File: src/rtl/reaction_game_core.sv
`default_nettype none
// ============================================================================
//  Module      : reaction_game_core
//  Description : Reaction-time game engine clocked by the 1 kHz game tick.
//                A start edge with all switches low draws a random delay and
//                a random target channel from a free-running LFSR. When the
//                delay expires, one LED is lit. The engine then counts ms in
//                BCD until the matching switch is raised and keeps the best
//                (lowest) valid time. False starts, wrong switches, an
//                impossible zero-time reaction and a saturated counter all
//                end the round in FAULT.
//  Ports       : Clk_1K      - game tick, rising edge
//                Rst_n       - asynchronous active-low reset
//                start_i     - start button level (edge detected inside)
//                clr_best_i  - synchronous clear of the best score
//                sw_i        - player switches, already synchronised
//                led_o       - one-hot target LED
//                state_o     - FSM state (IDLE=0 WAIT=1 REACT=2 DONE=3 FAULT=4)
//                score_bcd_o - current reaction time, BCD
//                best_bcd_o  - best valid reaction time, BCD
//                new_best_o  - one-cycle pulse when best is updated
//                fault_o     - high while in FAULT
//  Revision    : 1.0 - initial release
// ============================================================================
module reaction_game_core #(
  parameter int N_CH    = 10,
  parameter int LFSR_W  = 16,
  parameter int DLY_W   = 11,
  parameter int MIN_DLY = 1000,
  parameter int DIGITS  = 5
) (
  input  logic                  Clk_1K,
  input  logic                  Rst_n,
  input  logic                  start_i,
  input  logic                  clr_best_i,
  input  logic [N_CH-1:0]       sw_i,
  output logic [N_CH-1:0]       led_o,
  output logic [2:0]            state_o,
  output logic [4*DIGITS-1:0]   score_bcd_o,
  output logic [4*DIGITS-1:0]   best_bcd_o,
  output logic                  new_best_o,
  output logic                  fault_o
);

  localparam int TGT_W = (N_CH > 1) ? $clog2(N_CH) : 1;
  localparam int CNT_W = $clog2(MIN_DLY + (1 << DLY_W));
  localparam int BCD_W = 4 * DIGITS;

  // Fibonacci tap masks (bit k-1 set for tap k). Widths without a table
  // entry use the top two bits, which keeps the register invertible so a
  // non-zero seed can never reach the all-zero lock-up state.
  function automatic logic [LFSR_W-1:0] lfsr_taps();
    logic [63:0] m;
    case (LFSR_W)
      8:       m = 64'h0000_0000_0000_00B8;   // 8,6,5,4
      16:      m = 64'h0000_0000_0000_B400;   // 16,14,13,11
      24:      m = 64'h0000_0000_00E1_0000;   // 24,23,22,17
      32:      m = 64'h0000_0000_8020_0003;   // 32,22,2,1
      default: m = 64'd3 << (LFSR_W - 2);
    endcase
    return m[LFSR_W-1:0];
  endfunction

  localparam logic [LFSR_W-1:0] c_taps      = lfsr_taps();
  localparam logic [BCD_W-1:0]  c_all_nines = {DIGITS{4'h9}};
  localparam logic [N_CH-1:0]   c_one       = N_CH'(1);

  typedef enum logic [2:0] {
    ST_IDLE  = 3'd0,
    ST_WAIT  = 3'd1,
    ST_REACT = 3'd2,
    ST_DONE  = 3'd3,
    ST_FAULT = 3'd4
  } state_t;

  state_t              r_state;
  logic [LFSR_W-1:0]   r_lfsr;
  logic                r_start_d;
  logic [CNT_W-1:0]    r_dly;
  logic [TGT_W-1:0]    r_tgt;
  logic [N_CH-1:0]     r_led;
  logic [BCD_W-1:0]    r_score;
  logic [BCD_W-1:0]    r_best;
  logic                r_new_best;
  logic                r_fault;
  logic                r_done_entry;   // first cycle spent in DONE

  logic                w_start_edge;
  logic                w_sw_idle;
  logic                w_tgt_hit;
  logic                w_other_hit;
  logic                w_score_zero;
  logic                w_score_max;
  logic                w_lfsr_fb;
  logic [CNT_W-1:0]    w_dly_seed;
  logic [TGT_W-1:0]    w_tgt_seed;
  logic [BCD_W-1:0]    w_score_inc;
  logic                w_carry;

  assign w_start_edge = start_i & ~r_start_d;
  assign w_sw_idle    = (sw_i == '0);
  assign w_tgt_hit    = sw_i[r_tgt];
  assign w_other_hit  = |(sw_i & ~(c_one << r_tgt));
  assign w_score_zero = (r_score == '0);
  assign w_score_max  = (r_score == c_all_nines);
  assign w_lfsr_fb    = ^(r_lfsr & c_taps);
  assign w_dly_seed   = CNT_W'(MIN_DLY) + CNT_W'(r_lfsr[DLY_W-1:0]);
  assign w_tgt_seed   = TGT_W'(32'(r_lfsr[LFSR_W-1 -: 8]) % N_CH);

  // Ripple BCD increment: a digit only moves while the carry is still set.
  always_comb begin
    w_score_inc = r_score;
    w_carry     = 1'b1;
    for (int i = 0; i < DIGITS; i++) begin
      if (w_carry) begin
        if (r_score[4*i +: 4] == 4'd9) begin
          w_score_inc[4*i +: 4] = 4'd0;
        end else begin
          w_score_inc[4*i +: 4] = r_score[4*i +: 4] + 4'd1;
          w_carry               = 1'b0;
        end
      end
    end
  end

  always_ff @(posedge Clk_1K or negedge Rst_n) begin
    if (!Rst_n) begin
      r_state      <= ST_IDLE;
      r_lfsr       <= LFSR_W'(1);
      r_start_d    <= 1'b1;     // a button held through reset is not a start
      r_dly        <= '0;
      r_tgt        <= '0;
      r_led        <= '0;
      r_score      <= '0;
      r_best       <= c_all_nines;
      r_new_best   <= 1'b0;
      r_fault      <= 1'b0;
      r_done_entry <= 1'b0;
    end else begin
      r_lfsr       <= {r_lfsr[LFSR_W-2:0], w_lfsr_fb};
      r_start_d    <= start_i;
      r_new_best   <= 1'b0;
      r_done_entry <= 1'b0;

      // Best-score bookkeeping runs beside the state case so that a start
      // edge in the DONE entry cycle still records the finished round.
      // BCD digits order the same way as binary, so a plain compare works.
      if (clr_best_i) begin
        r_best <= c_all_nines;
      end else if (r_state == ST_DONE && r_done_entry && r_score < r_best) begin
        r_best     <= r_score;
        r_new_best <= 1'b1;
      end

      case (r_state)
        ST_IDLE, ST_DONE, ST_FAULT: begin
          r_led <= '0;
          if (w_start_edge && w_sw_idle) begin
            r_state <= ST_WAIT;
            r_dly   <= w_dly_seed;
            r_tgt   <= w_tgt_seed;
            r_score <= '0;
            r_fault <= 1'b0;
          end
        end
        ST_WAIT: begin
          if (!w_sw_idle) begin
            r_state <= ST_FAULT;
            r_fault <= 1'b1;
            r_led   <= '0;
          end else if (r_dly <= CNT_W'(1)) begin
            r_state <= ST_REACT;
            r_led   <= c_one << r_tgt;
          end else begin
            r_dly <= r_dly - CNT_W'(1);
          end
        end
        ST_REACT: begin
          if (w_tgt_hit && !w_other_hit && !w_score_zero) begin
            r_state      <= ST_DONE;
            r_done_entry <= 1'b1;
            r_led        <= '0;
          end else if ((w_tgt_hit && w_score_zero) || w_other_hit || w_score_max) begin
            r_state <= ST_FAULT;
            r_fault <= 1'b1;
            r_led   <= '0;
          end else begin
            r_score <= w_score_inc;
          end
        end
        default: begin
          r_state <= ST_IDLE;
          r_led   <= '0;
        end
      endcase
    end
  end

  assign led_o       = r_led;
  assign state_o     = r_state;
  assign score_bcd_o = r_score;
  assign best_bcd_o  = r_best;
  assign new_best_o  = r_new_best;
  assign fault_o     = r_fault;

endmodule
`default_nettype wire

File: config.mk
export PLATFORM = sky130hd
export DESIGN_NAME = reaction_game_core
export DESIGN_NICKNAME = d
export VERILOG_FILES = /design/src/rtl/reaction_game_core.sv
export SDC_FILE = /design/constraint.sdc
export NUM_CORES = 1
export LEC_CHECK = 0
export ABC_AREA = 1
export CAP_MARGIN = 20
export CELL_PAD_IN_SITES_DETAIL_PLACEMENT = 1
export CELL_PAD_IN_SITES_GLOBAL_PLACEMENT = 1
export CORE_ASPECT_RATIO = 1.25
export CORE_MARGIN = 4
export CORE_UTILIZATION = 45
export CTS_CLUSTER_DIAMETER = 200
export DETAILED_ROUTE_END_ITERATION = 6
export GPL_TIMING_DRIVEN = 0
export MAX_ROUTING_LAYER = met4
export PLACE_DENSITY = 0.86
export SLEW_MARGIN = 20
export SYNTH_ARGS = -nofsm -noshare
export SYNTH_HDL_FRONTEND = slang
export SYNTH_SLANG_ARGS = --single-unit
File: constraint.sdc
create_clock -name Clk_1K -period 4.9 [get_ports Clk_1K]
set_input_delay 1.225 -clock Clk_1K [delete_from_list [all_inputs] [get_ports Clk_1K]]
set_output_delay 1.225 -clock Clk_1K [all_outputs]
set_load 0.03 [all_outputs]
## Word level (Yosys, flattened, before mapping)

Index checks and enable logic that the tools add are counted.
W data, S select, Z words.

- Add/sub/neg operators: 7
- Div/mod/pow operators: 1
- Order comparisons: 3
- Equal/unequal tests: 23
- Shift operators: 1
- Multiplexer cells: 48
- Bitwise gates (word level): 4
- Reduce and logical (&&, ||, !) cells: 30

Operators by type and width:

| operator | count |
|---|---|
| $mux W20 | 5 |
| $mux W10 | 4 |
| $pmux W20 S2 | 1 |
| $mux W12 | 3 |
| $mux W4 | 9 |
| $mod A8 B4 Y32 const B | 1 |
| $reduce_and A5 Y1 | 5 |
| $pmux W12 S2 | 1 |
| $add A4 B1 Y4 const B | 5 |
| $eq A20 B20 Y1 const B | 1 |
| $eq A4 B4 Y1 const B | 5 |
| $logic_not A20 Y1 | 1 |
| $lt A20 B20 Y1 | 1 |
| $pmux W10 S2 | 1 |
| $mux W1 | 16 |
| $reduce_xor A16 Y1 | 1 |
| $mux W3 | 5 |
| $ne A2 B2 Y1 const B | 7 |
| $add A10 B11 Y12 const A | 1 |
| $le A12 B1 Y1 const B | 1 |
| $sub A12 B1 Y12 const B | 1 |
| $and A10 B10 Y10 | 1 |
| $logic_not A10 Y1 | 1 |
| $not A10 Y10 | 1 |
| 23 further kinds | 39 |

- Register bits after elaboration: 89
- Output and inout bits: 55

## Depth between registers and ports, before layout

Gate-level depths: netlist of the first run.

- Word-level depth: 9
- Mapped depth: 28
- Gate-level depth less buffers: 28

## Worst setup path after synthesis of the first run

No wires, ideal clock.

- Path type: input port to flip-flop
- Start: input sw_i[0]
- End: register r_score[11] (netlist: score_bcd_o[11])
- Library setup time: 0.064 ns
- Arrival time: 2.753 ns
- Data required time: 4.836 ns
- Setup slack: 2.082 ns
- Stages: 13
- Cell sequence: a22o_1 > o21ai_0 > nand3_1 > a21oi_1 > nand2_1 > nand2_1 > nand2_2 > nor2_8 > o21ai_4 > nor2_4 > nand4_1 > a21oi_1 > o21a_1

- Word-level cells in the longest chain between the ends: 7
- Elaborated cells on any way between the ends: 16

RTL lines:

| item | line | text |
|---|---|---|
| start: declaration | 36 | `input logic [N_CH-1:0] sw_i,` |
| $bmux W1 S4 / $and A10 B10 Y10 (equally long branches) | 102, 103 |  |
| $mux W1 (not written as such) / $reduce_or A10 Y1 (equally long branches) | 102, 103 |  |
| $logic_and A1 B1 Y1 / $logic_not A1 Y1 (equally long branches) | 183, 179 |  |
| $logic_or A1 B1 Y1 / $logic_and A1 B1 Y1 (equally long branches) (2 in series) | 183, 179 |  |
| $ne A2 B2 Y1 (no line) | n/a |  |
| $reduce_and A5 Y1 (no line) (*) | n/a |  |
| end signal: assignment | 188 | `r_score <= w_score_inc;` |
| end: declaration | 82 | `logic [BCD_W-1:0] r_score;` |

Every way passes the cells marked *; elsewhere a longest branch is shown, timed or not. The select of a mux whose other input is x is not followed.
A chain may end at the register's enable or synchronous reset.

## Final worst setup path of the first run

- Start: input sw_i[6]
- End: register r_score[11] (netlist: score_bcd_o[11])

Same word-level chain as after synthesis.

==> qor.log, run 1 <==
INFO  run_status     outcome=complete, no violations
INFO  setup_path     reg2reg_slack=1.73ns
INFO  place          gp_routability_congestion=0.883
INFO  routing        detailedRoute.firstPassIterationCount=4
INFO  timing         timing.final.crit_share=70.6%
INFO  logic_synthesis synth-compound-area-share=14.1%
INFO  logic_synthesis synth_warn=0
INFO  floorplan      die_w=108um
INFO  floorplan      io_pins=69
INFO  global_routing grt.overflow.total=0
INFO  routing        drt_iter0_markers=204
INFO  pwr            vdd.ir_drop.worst=0.000198V
INFO  setup_path     critPathKind=in -> reg
INFO  setup_path     timing.critical_path.slowest_stage_cell=sky130_fd_sc_hd__clkdlybuf4s50_1
INFO  logic_synthesis post_synth_xor_area_fraction=2.03%
INFO  setup_path     cp.arrival=3.74ns
INFO  routing        final_antenna_net_count=0
INFO  logic_synthesis post_syn_area=5600squm
INFO  logic_synthesis synth_area_leader_cell=sky130_fd_sc_hd__dfrtp_1
INFO  setup_path     startpoint_type=input pin
INFO  clock_tree     post_cts.resized_instances=0
INFO  timing         rsz0062_at_grt=false
INFO  routing        route.vias.total=5,247
INFO  routing        drt_drc_violations_left=0
INFO  floorplan      core-area=12,200squm
INFO  routing        routed_wl=17,000um
INFO  logic_synthesis synth.mux.area_fraction=0%
INFO  pwr            power.density=343nW/um^2
INFO  clock_tree     clk_transition_reported_paths=0.07ns
INFO  logic_synthesis synth_area_per_cell=7.97squm
INFO  global_routing track_usage=25.1%
INFO  timing         transition_time_at_the_pin_with_the_least_slew_margin=0.715ns
INFO  layout         final_common_cell=sky130_fd_sc_hd__nand2_1
INFO  setup_path     critical_path.max_fanout=7
INFO  floorplan      floorplan.initialDensity=46.1%
INFO  setup_path     worst_path_most_repeated_cell=sky130_fd_sc_hd__nand2_1
INFO  clock_tree     cts_inserted_buffers=9
INFO  clock_tree     post_cts.repair.setup_buffers=0
INFO  logic_synthesis commonest_register_cell_after_synthesis=sky130_fd_sc_hd__dfrtp_1
INFO  clock_tree     cts-root-to-sink-buffers=2
INFO  clock_tree     clock_tree_from_tritoncts=done
INFO  setup_path     slowest_delay=0.43ns
INFO  routing        post_drt_wl_per_cell=17.8um
INFO  global_routing grt_first_pass_wirelength=28,000um
INFO  global_routing grt_start_max_net_pins=42
INFO  floorplan      fp-row-count=45
INFO  layout         post-route-cell-area=6820squm
INFO  setup_path     worstSetupEndpointType=flop
INFO  timing         period_minus_slack=3.46ns
INFO  clock_tree     ctsHoldBuffers=0
INFO  floorplan      floorplan.die.height=133um
INFO  layout         stdcell_count=953
INFO  logic_synthesis synth_fp_nets=757
INFO  timing         slew_viol_final=0
INFO  pwr            power.static_leakage=0.00342uW
INFO  logic_synthesis synth_enable_flop_cells=0
INFO  logic_synthesis ys_types=48
INFO  layout         synthToLayoutAreaGrowth=21.7%
INFO  clock_tree     cts_root_buffer=sky130_fd_sc_hd__clkbuf_16
INFO  setup_path     wp_data_required=5.18ns
INFO  place          place.detailed.instances=937
INFO  place          placement.cell_area=6530squm
INFO  global_routing first_global_vias=5,831
INFO  logic_synthesis synth_top_family_by_area=simple AND/OR/NAND/NOR gates
INFO  clock_tree     numClockSinks=89
INFO  layout         antenna_cells_inserted=0
INFO  setup_path     critical_path.cell_chain=clkdlybuf4s50_1 -> nor4_1 -> inv_1 -> nor2_1 -> nand3b_1 -> nand2_1 -> nand2_1 -> nor2_8 -> o21ai_4 -> nor2_4 -> nand4_1 -> a21oi_1 -> o21a_1
INFO  timing         setup_total_negative_slack=0ns
INFO  layout         num-fill-cells=1,522
INFO  pwr            total_power=2340uW
INFO  timing         setup_viol_count_final=0
INFO  logic_synthesis synth-seq-area-share=40.0%
INFO  logic_synthesis synth_top_cell_area_share=34.4%
INFO  clock_tree     clock_insertion_delay_worst_skew=0.35ns
INFO  hold_path      timing.hold.worst.class=reg -> reg
INFO  logic_synthesis post_synth_simple_gate_area=25.9%
INFO  timing         final_hold_viol_count=0
INFO  timing         slew-limit-headroom=52.2%
INFO  layout         design.final.nets=838
INFO  clock_tree     htreeDepth=3
INFO  logic_synthesis synth_async_sr_flop_share=100%
INFO  place          port_buffers=68
INFO  logic_synthesis ys_ff_latch=89
INFO  floorplan      floorplan.die_area=14,300squm
INFO  logic_synthesis netlist_instances=703
INFO  global_routing antenna_violations_before_repair=0
INFO  routing        post_drt_via_cell_ratio=5.51
INFO  timing         achievable-frequency=289MHz
INFO  layout         drive_gt1_share=10.1%
INFO  layout         ff_latch_area=2240squm
INFO  logic_synthesis synth.area.top_cells=sky130_fd_sc_hd__dfrtp_1, sky130_fd_sc_hd__ha_1, sky130_fd_sc_hd__nand2_1
INFO  run            maxCapViolations=0
INFO  place          half_perimeter_wire_length_after_placement=13,100um
INFO  logic_synthesis synth-adder-area-share=8.93%
INFO  layout         layout_common_cells=sky130_fd_sc_hd__nand2_1, sky130_fd_sc_hd__inv_1, sky130_fd_sc_hd__dfrtp_1
INFO  layout         multiInputGateArea=2860squm
INFO  timing         finalClockSkew=0.0140ns
final timing paths:
kind                                      start                          end  cells after the start
max                                     sw_i[6]  score_bcd_o[11]$_DFFE_PN0P_                     13
min in group asynchronous                 Rst_n  score_bcd_o[14]$_DFFE_PN0P_                      1
max in group asynchronous                 Rst_n    best_bcd_o[7]$_DFFE_PN1P_                      3
min reg2reg                 r_lfsr[1]$_DFF_PN0_          r_lfsr[2]$_DFF_PN0_                      0
min                         r_lfsr[1]$_DFF_PN0_          r_lfsr[2]$_DFF_PN0_                      0
max reg2reg                r_lfsr[12]$_DFF_PN0_         r_tgt[3]$_DFFE_PN0P_                     24
flip-flops by register name, summed over array words and instances, names as in the netlist:
| signal | count |
|---|---|
| r_dly | 12 |
| r_start_d | 1 |
| r_done_entry | 1 |
| led_o | 10 |
| new_best_o | 1 |
| r_lfsr | 16 |
| r_tgt | 4 |
| best_bcd_o | 20 |
| score_bcd_o | 20 |
| fault_o | 1 |
| state_o | 3 |
critical path: cells and delay by family:
family	cells	cell delay, ns
simple gates	8	1.52
compound gates	3	0.46
buf+inv	2	0.50
cells by family after synthesis:
kind of cell    Yosys count
simple gates            299
xor+xnor                 13
compound gates          130
flops                    89
buf+inv                 132
fa+ha+maj                40
stage by stage:
step	hold WS, ns	util [%]	setup WS (ns)
2_1_floorplan	0.354	-	2.08
3_3_place_gp	0.366	53.4	-0.674
3_5_place_dp	0.385	53.7	1.15
4_1_cts	0.402	56.1	1.44
5_1_grt	0.410	56.1	1.23
6_report	0.392	56.1	1.44
cells in the mapped netlist, drive strengths merged, types with 2 or more instances:
master   instances
nor3            11
o2111ai          3
a22oi            9
o21ai           46
clkbuf           8
o22ai           13
nand3b           6
nor3b            2
o211ai           4
or2              2
a21oi           31
nor2            59
a21o             2
o21a             2
a31oi            3
nand4            9
inv            119
nand3           62
nand2          145
nor4             2
dfstp           12
xnor2            5
a211oi           2
clkinv           4
dfrtp           77
ha              40
o41ai            3
xor2             8
o31ai            7
area by class of cell:
cell class	count	area share (%)
clock inverters	5	0.569
multi-input cells	482	41.9
well taps	164	3.01
plain buffers	9	0.606
inverters	123	6.79
flip-flops and latches	89	32.9
clock buffers	11	3.71
repair buffers	70	10.5
report_power, final:
| group | switching [uW] | internal, uW | total, uW | leakage, uW |
|---|---|---|---|---|
| clock network | 304 | 375 | 679 | 0.000142 |
| registers | 103 | 811 | 914 | 0.00115 |
| logic | 494 | 253 | 747 | 0.00213 |
routing by layer:
| metal | share of wire [%] | vias up | wire length, um | global-route usage, % |
|---|---|---|---|---|
| met3 | 2.6 | 36 | 446 | 2.68 |
| met1 | 37 | 2620 | 6290 | 25.7 |
| met5 | 0 | - | 0 | - |
| li1 | - | 2483 | - | - |
| met2 | 57 | 108 | 9750 | 47.3 |
| met4 | 3.0 | 0 | 504 | 10.8 |
No activity file was read; power rests on OpenSTA's default activity.
==> inputs of run 2 (changes only) <==
--- a/config.mk
+++ b/config.mk
@@ -11,12 +11,12 @@
 export CELL_PAD_IN_SITES_GLOBAL_PLACEMENT = 1
 export CORE_ASPECT_RATIO = 1.25
 export CORE_MARGIN = 4
-export CORE_UTILIZATION = 45
+export CORE_UTILIZATION = 42
 export CTS_CLUSTER_DIAMETER = 200
 export DETAILED_ROUTE_END_ITERATION = 6
 export GPL_TIMING_DRIVEN = 0
 export MAX_ROUTING_LAYER = met4
-export PLACE_DENSITY = 0.86
+export PLACE_DENSITY = 0.81
 export SLEW_MARGIN = 20
 export SYNTH_ARGS = -nofsm -noshare
 export SYNTH_HDL_FRONTEND = slang
==> constraint.sdc (replaced) <==
create_clock -name Clk_1K -period 3.3 [get_ports Clk_1K]
set_input_delay 0.825 -clock Clk_1K [delete_from_list [all_inputs] [get_ports Clk_1K]]
set_output_delay 0.825 -clock Clk_1K [all_outputs]
set_load 0.03 [all_outputs]
==> run 2 against run 1 <==
Against the previous run:
- worst setup slack worse by 1.2 ns
- first-iteration DRC count down 32%
- hold slack got worse by 0.012 ns
- critical path depth grew 2
- total power up 49%
- critical endpoint unchanged
- largest power group unchanged
==> qor.log, run 2 (synthesis results as in run 1) <==
INFO  run_status     outcome=complete, no violations
INFO  timing         finalClockSkew=0.00891ns
INFO  global_routing antenna_violations_before_repair=0
INFO  place          port_buffers=68
INFO  layout         layout_common_cells=sky130_fd_sc_hd__nand2_1, sky130_fd_sc_hd__inv_1, sky130_fd_sc_hd__dfrtp_1
INFO  setup_path     worstSetupEndpointType=flop
INFO  setup_path     worstSetupStartpoint=sw_i[0]
INFO  global_routing grt_first_pass_wirelength=26,200um
INFO  clock_tree     cts_inserted_buffers=9
INFO  floorplan      core-area=12,900squm
INFO  setup_path     critical_path.max_fanout=7
INFO  global_routing grt.overflow.total=0
INFO  timing         setup_total_negative_slack=0ns
INFO  floorplan      io_pins=69
INFO  routing        detailroute.wirelength.met2=8830um
INFO  clock_tree     clock_tree_from_tritoncts=done
INFO  place          place.detailed.instances=940
INFO  floorplan      floorplan.die.height=137um
INFO  routing        met1_length=6310um
INFO  pwr            power.static_leakage=0.00343uW
INFO  routing        detailroute.wirelength.met3=367um
INFO  timing         final_hold_viol_count=0
INFO  routing        route.vias.total=5,154
INFO  routing        final_antenna_net_count=0
INFO  floorplan      floorplan.initialDensity=43.5%
INFO  setup_path     regToRegStartpoint=r_lfsr[12]$_DFF_PN0_
INFO  global_routing first_global_vias=5,488
INFO  timing         rsz0062_at_grt=true
INFO  routing        post_drt_wl_per_cell=16.5um
INFO  clock_tree     clock_insertion_delay_worst_skew=0.34ns
INFO  setup_path     setup.worst_path.end=score_bcd_o[11]$_DFFE_PN0P_
INFO  setup_path     worstReg2RegEnd=r_tgt[1]$_DFFE_PN0P_
INFO  global_routing track_usage=21.7%
INFO  timing         holdWs=0.380ns
INFO  floorplan      fp-row-count=46
INFO  setup_path     cp.arrival=3.32ns
INFO  timing         setup_ws=0.258ns
INFO  setup_path     critPathKind=in -> reg
INFO  pwr            power.density=509nW/um^2
INFO  layout         antenna_cells_inserted=0
INFO  clock_tree     cts-root-to-sink-buffers=2
INFO  timing         period_minus_slack=3.04ns
INFO  floorplan      die_w=111um
INFO  place          gp_routability_congestion=0.851
INFO  timing         setup_viol_count_final=0
INFO  setup_path     timing.reg2reg.worst_path_depth=23
INFO  global_routing grt_start_max_net_pins=50
INFO  layout         multiInputGateArea=2870squm
INFO  place          preCtsSetupSlack=-0.0268ns
INFO  timing         slew_viol_final=0
INFO  routing        post_drt_via_cell_ratio=5.37
INFO  timing         achievable-frequency=329MHz
INFO  pwr            vdd.ir_drop.worst=0.000270V
INFO  layout         num-fill-cells=1,572
INFO  routing        dr.max_layer_used=met4
INFO  hold_path      timing.hold.worst.class=in -> async
INFO  clock_tree     cts_root_buffer=sky130_fd_sc_hd__clkbuf_16
INFO  pwr            total_power=3500uW
INFO  place          half_perimeter_wire_length_after_placement=12,300um
INFO  timing         slew-limit-headroom=51.3%
INFO  layout         stdcell_count=959
INFO  setup_path     reg2reg_slack=0.26ns
INFO  layout         drive_gt1_share=10.6%
INFO  clock_tree     htreeDepth=3
INFO  setup_path     startpoint_type=input pin
INFO  clock_tree     clk_transition_reported_paths=0.07ns
INFO  routing        detailedRoute.firstPassIterationCount=4
INFO  setup_path     wp_data_required=3.58ns
INFO  routing        drt_iter0_markers=138
INFO  clock_tree     ctsHoldBuffers=0
INFO  layout         synthToLayoutAreaGrowth=22.5%
INFO  timing         timing.final.crit_share=92.2%
INFO  layout         final_common_cell=sky130_fd_sc_hd__nand2_1
INFO  routing        drt_drc_violations_left=0
INFO  clock_tree     numClockSinks=89
INFO  routing        routed_wl=15,900um
INFO  layout         ff_latch_area=2240squm
INFO  run            maxCapViolations=0
INFO  floorplan      floorplan.die_area=15,300squm
INFO  timing         transition_time_at_the_pin_with_the_least_slew_margin=0.727ns
INFO  layout         design.final.nets=840
run 2: cell types whose count changed in the layout (fill, tap and decap cells not counted), moves of 2 or more:
cell                         before  now
sky130_fd_sc_hd__buf_12           2    0
sky130_fd_sc_hd__buf_4            1    3
sky130_fd_sc_hd__clkbuf_1         8   10
sky130_fd_sc_hd__clkinv_4         2    0
sky130_fd_sc_hd__clkinvlp_4       1    3
sky130_fd_sc_hd__dfrtp_1         77   75
sky130_fd_sc_hd__dfrtp_2          0    2
sky130_fd_sc_hd__o21ai_0         43   41
sky130_fd_sc_hd__o21ai_1          2    4
run 2: critical path, stage by stage:
cell                              delay, ns
sky130_fd_sc_hd__clkdlybuf4s50_1       0.46
sky130_fd_sc_hd__nand2_1               0.11
sky130_fd_sc_hd__nand2_1               0.06
sky130_fd_sc_hd__a211oi_1              0.23
sky130_fd_sc_hd__o2111ai_1             0.19
sky130_fd_sc_hd__a21oi_1               0.15
sky130_fd_sc_hd__nand2_1               0.11
sky130_fd_sc_hd__nand2_1               0.10
sky130_fd_sc_hd__nand2_2               0.10
sky130_fd_sc_hd__nor2_8                0.16
sky130_fd_sc_hd__o21ai_4               0.13
sky130_fd_sc_hd__nor2_4                0.18
sky130_fd_sc_hd__nand4_1               0.16
sky130_fd_sc_hd__a21oi_1               0.22
sky130_fd_sc_hd__o21a_1                0.14
run 2: worst min path at each step:
stage,startpoint,end,slack (ns),cells after the start
after floorplan,r_lfsr[1]$_DFF_PN0_,r_lfsr[2]$_DFF_PN0_,0.35,0
after global placement,r_lfsr[2]$_DFF_PN0_,r_lfsr[3]$_DFF_PN0_,0.36,0
after detailed placement,r_lfsr[2]$_DFF_PN0_,r_lfsr[3]$_DFF_PN0_,0.37,0
after CTS,r_lfsr[2]$_DFF_PN0_,r_lfsr[3]$_DFF_PN0_,0.38,0
after global routing,r_lfsr[2]$_DFF_PN0_,r_lfsr[3]$_DFF_PN0_,0.39,0
final,Rst_n,best_bcd_o[13]$_DFFE_PN0P_,0.38,1
run 2: cell type report:
class	count	share of cell area, %
Clock inverter	4	0.766
Tap cell	168	3.06
Buffer	9	0.602
Timing Repair Buffer	72	10.7
Clock buffer	12	3.59
Inverter	123	6.75
Sequential cell	89	32.7
Multi-Input combinational cell	482	41.9
run 2: what timing repair did:
item,4_1_cts,5_1_grt
buffers inserted,0,3
endpoints found under the setup margin,0,5
resized for setup,0,8
run 2: per-layer routing:
layer / global-route usage (%) / vias to the layer above
li1: - / 2488
met1: 22.5 / 2567
met2: 42.4 / 72
met3: 2.61 / 27
met4: 7.23 / 0
met5: - / -
run 2: where the power goes:
| group | total [uW] | switching [uW] | internal, uW |
|---|---|---|---|
| Combinational | 1100 | 724 | 377 |
| Clock | 1040 | 431 | 608 |
| Sequential | 1360 | 152 | 1200 |
run 2: per-stage QoR:
step                      area, sq um  utilization, %
after detailed placement         6520            50.6
final                            6860            53.2
after global placement           6490            50.4
after global routing             6860            53.2
after floorplan                  5600               -
after CTS                        6820            52.9
==> inputs of run 3 (changes only) <==
--- a/config.mk
+++ b/config.mk
@@ -11,12 +11,12 @@
 export CELL_PAD_IN_SITES_GLOBAL_PLACEMENT = 1
 export CORE_ASPECT_RATIO = 1.25
 export CORE_MARGIN = 4
-export CORE_UTILIZATION = 42
+export CORE_UTILIZATION = 45
 export CTS_CLUSTER_DIAMETER = 200
 export DETAILED_ROUTE_END_ITERATION = 6
 export GPL_TIMING_DRIVEN = 0
 export MAX_ROUTING_LAYER = met4
-export PLACE_DENSITY = 0.81
+export PLACE_DENSITY = 0.86
 export SLEW_MARGIN = 20
 export SYNTH_ARGS = -nofsm -noshare
 export SYNTH_HDL_FRONTEND = slang
==> constraint.sdc (replaced) <==
create_clock -name Clk_1K -period 3.6 [get_ports Clk_1K]
set_input_delay 0.9 -clock Clk_1K [delete_from_list [all_inputs] [get_ports Clk_1K]]
set_output_delay 0.9 -clock Clk_1K [all_outputs]
set_load 0.03 [all_outputs]
==> results of run 3 <==
Same layout as run 1 (identical final DEF). Status: complete, no violations.
Among the figures that moved: setup slack after placement 1.15 ns -> 0.172 ns; setup slack after layout 1.44 ns -> 0.428 ns; start point of the critical path sw_i[6] -> r_lfsr[12]$_DFF_PN0_; end point of the critical path score_bcd_o[11]$_DFFE_PN0P_ -> r_tgt[3]$_DFFE_PN0P_; register-to-register setup slack 1.73 ns -> 0.43 ns; total power 2340 uW -> 3180 uW; worst IR drop on VDD 0.000198 V -> 0.000270 V
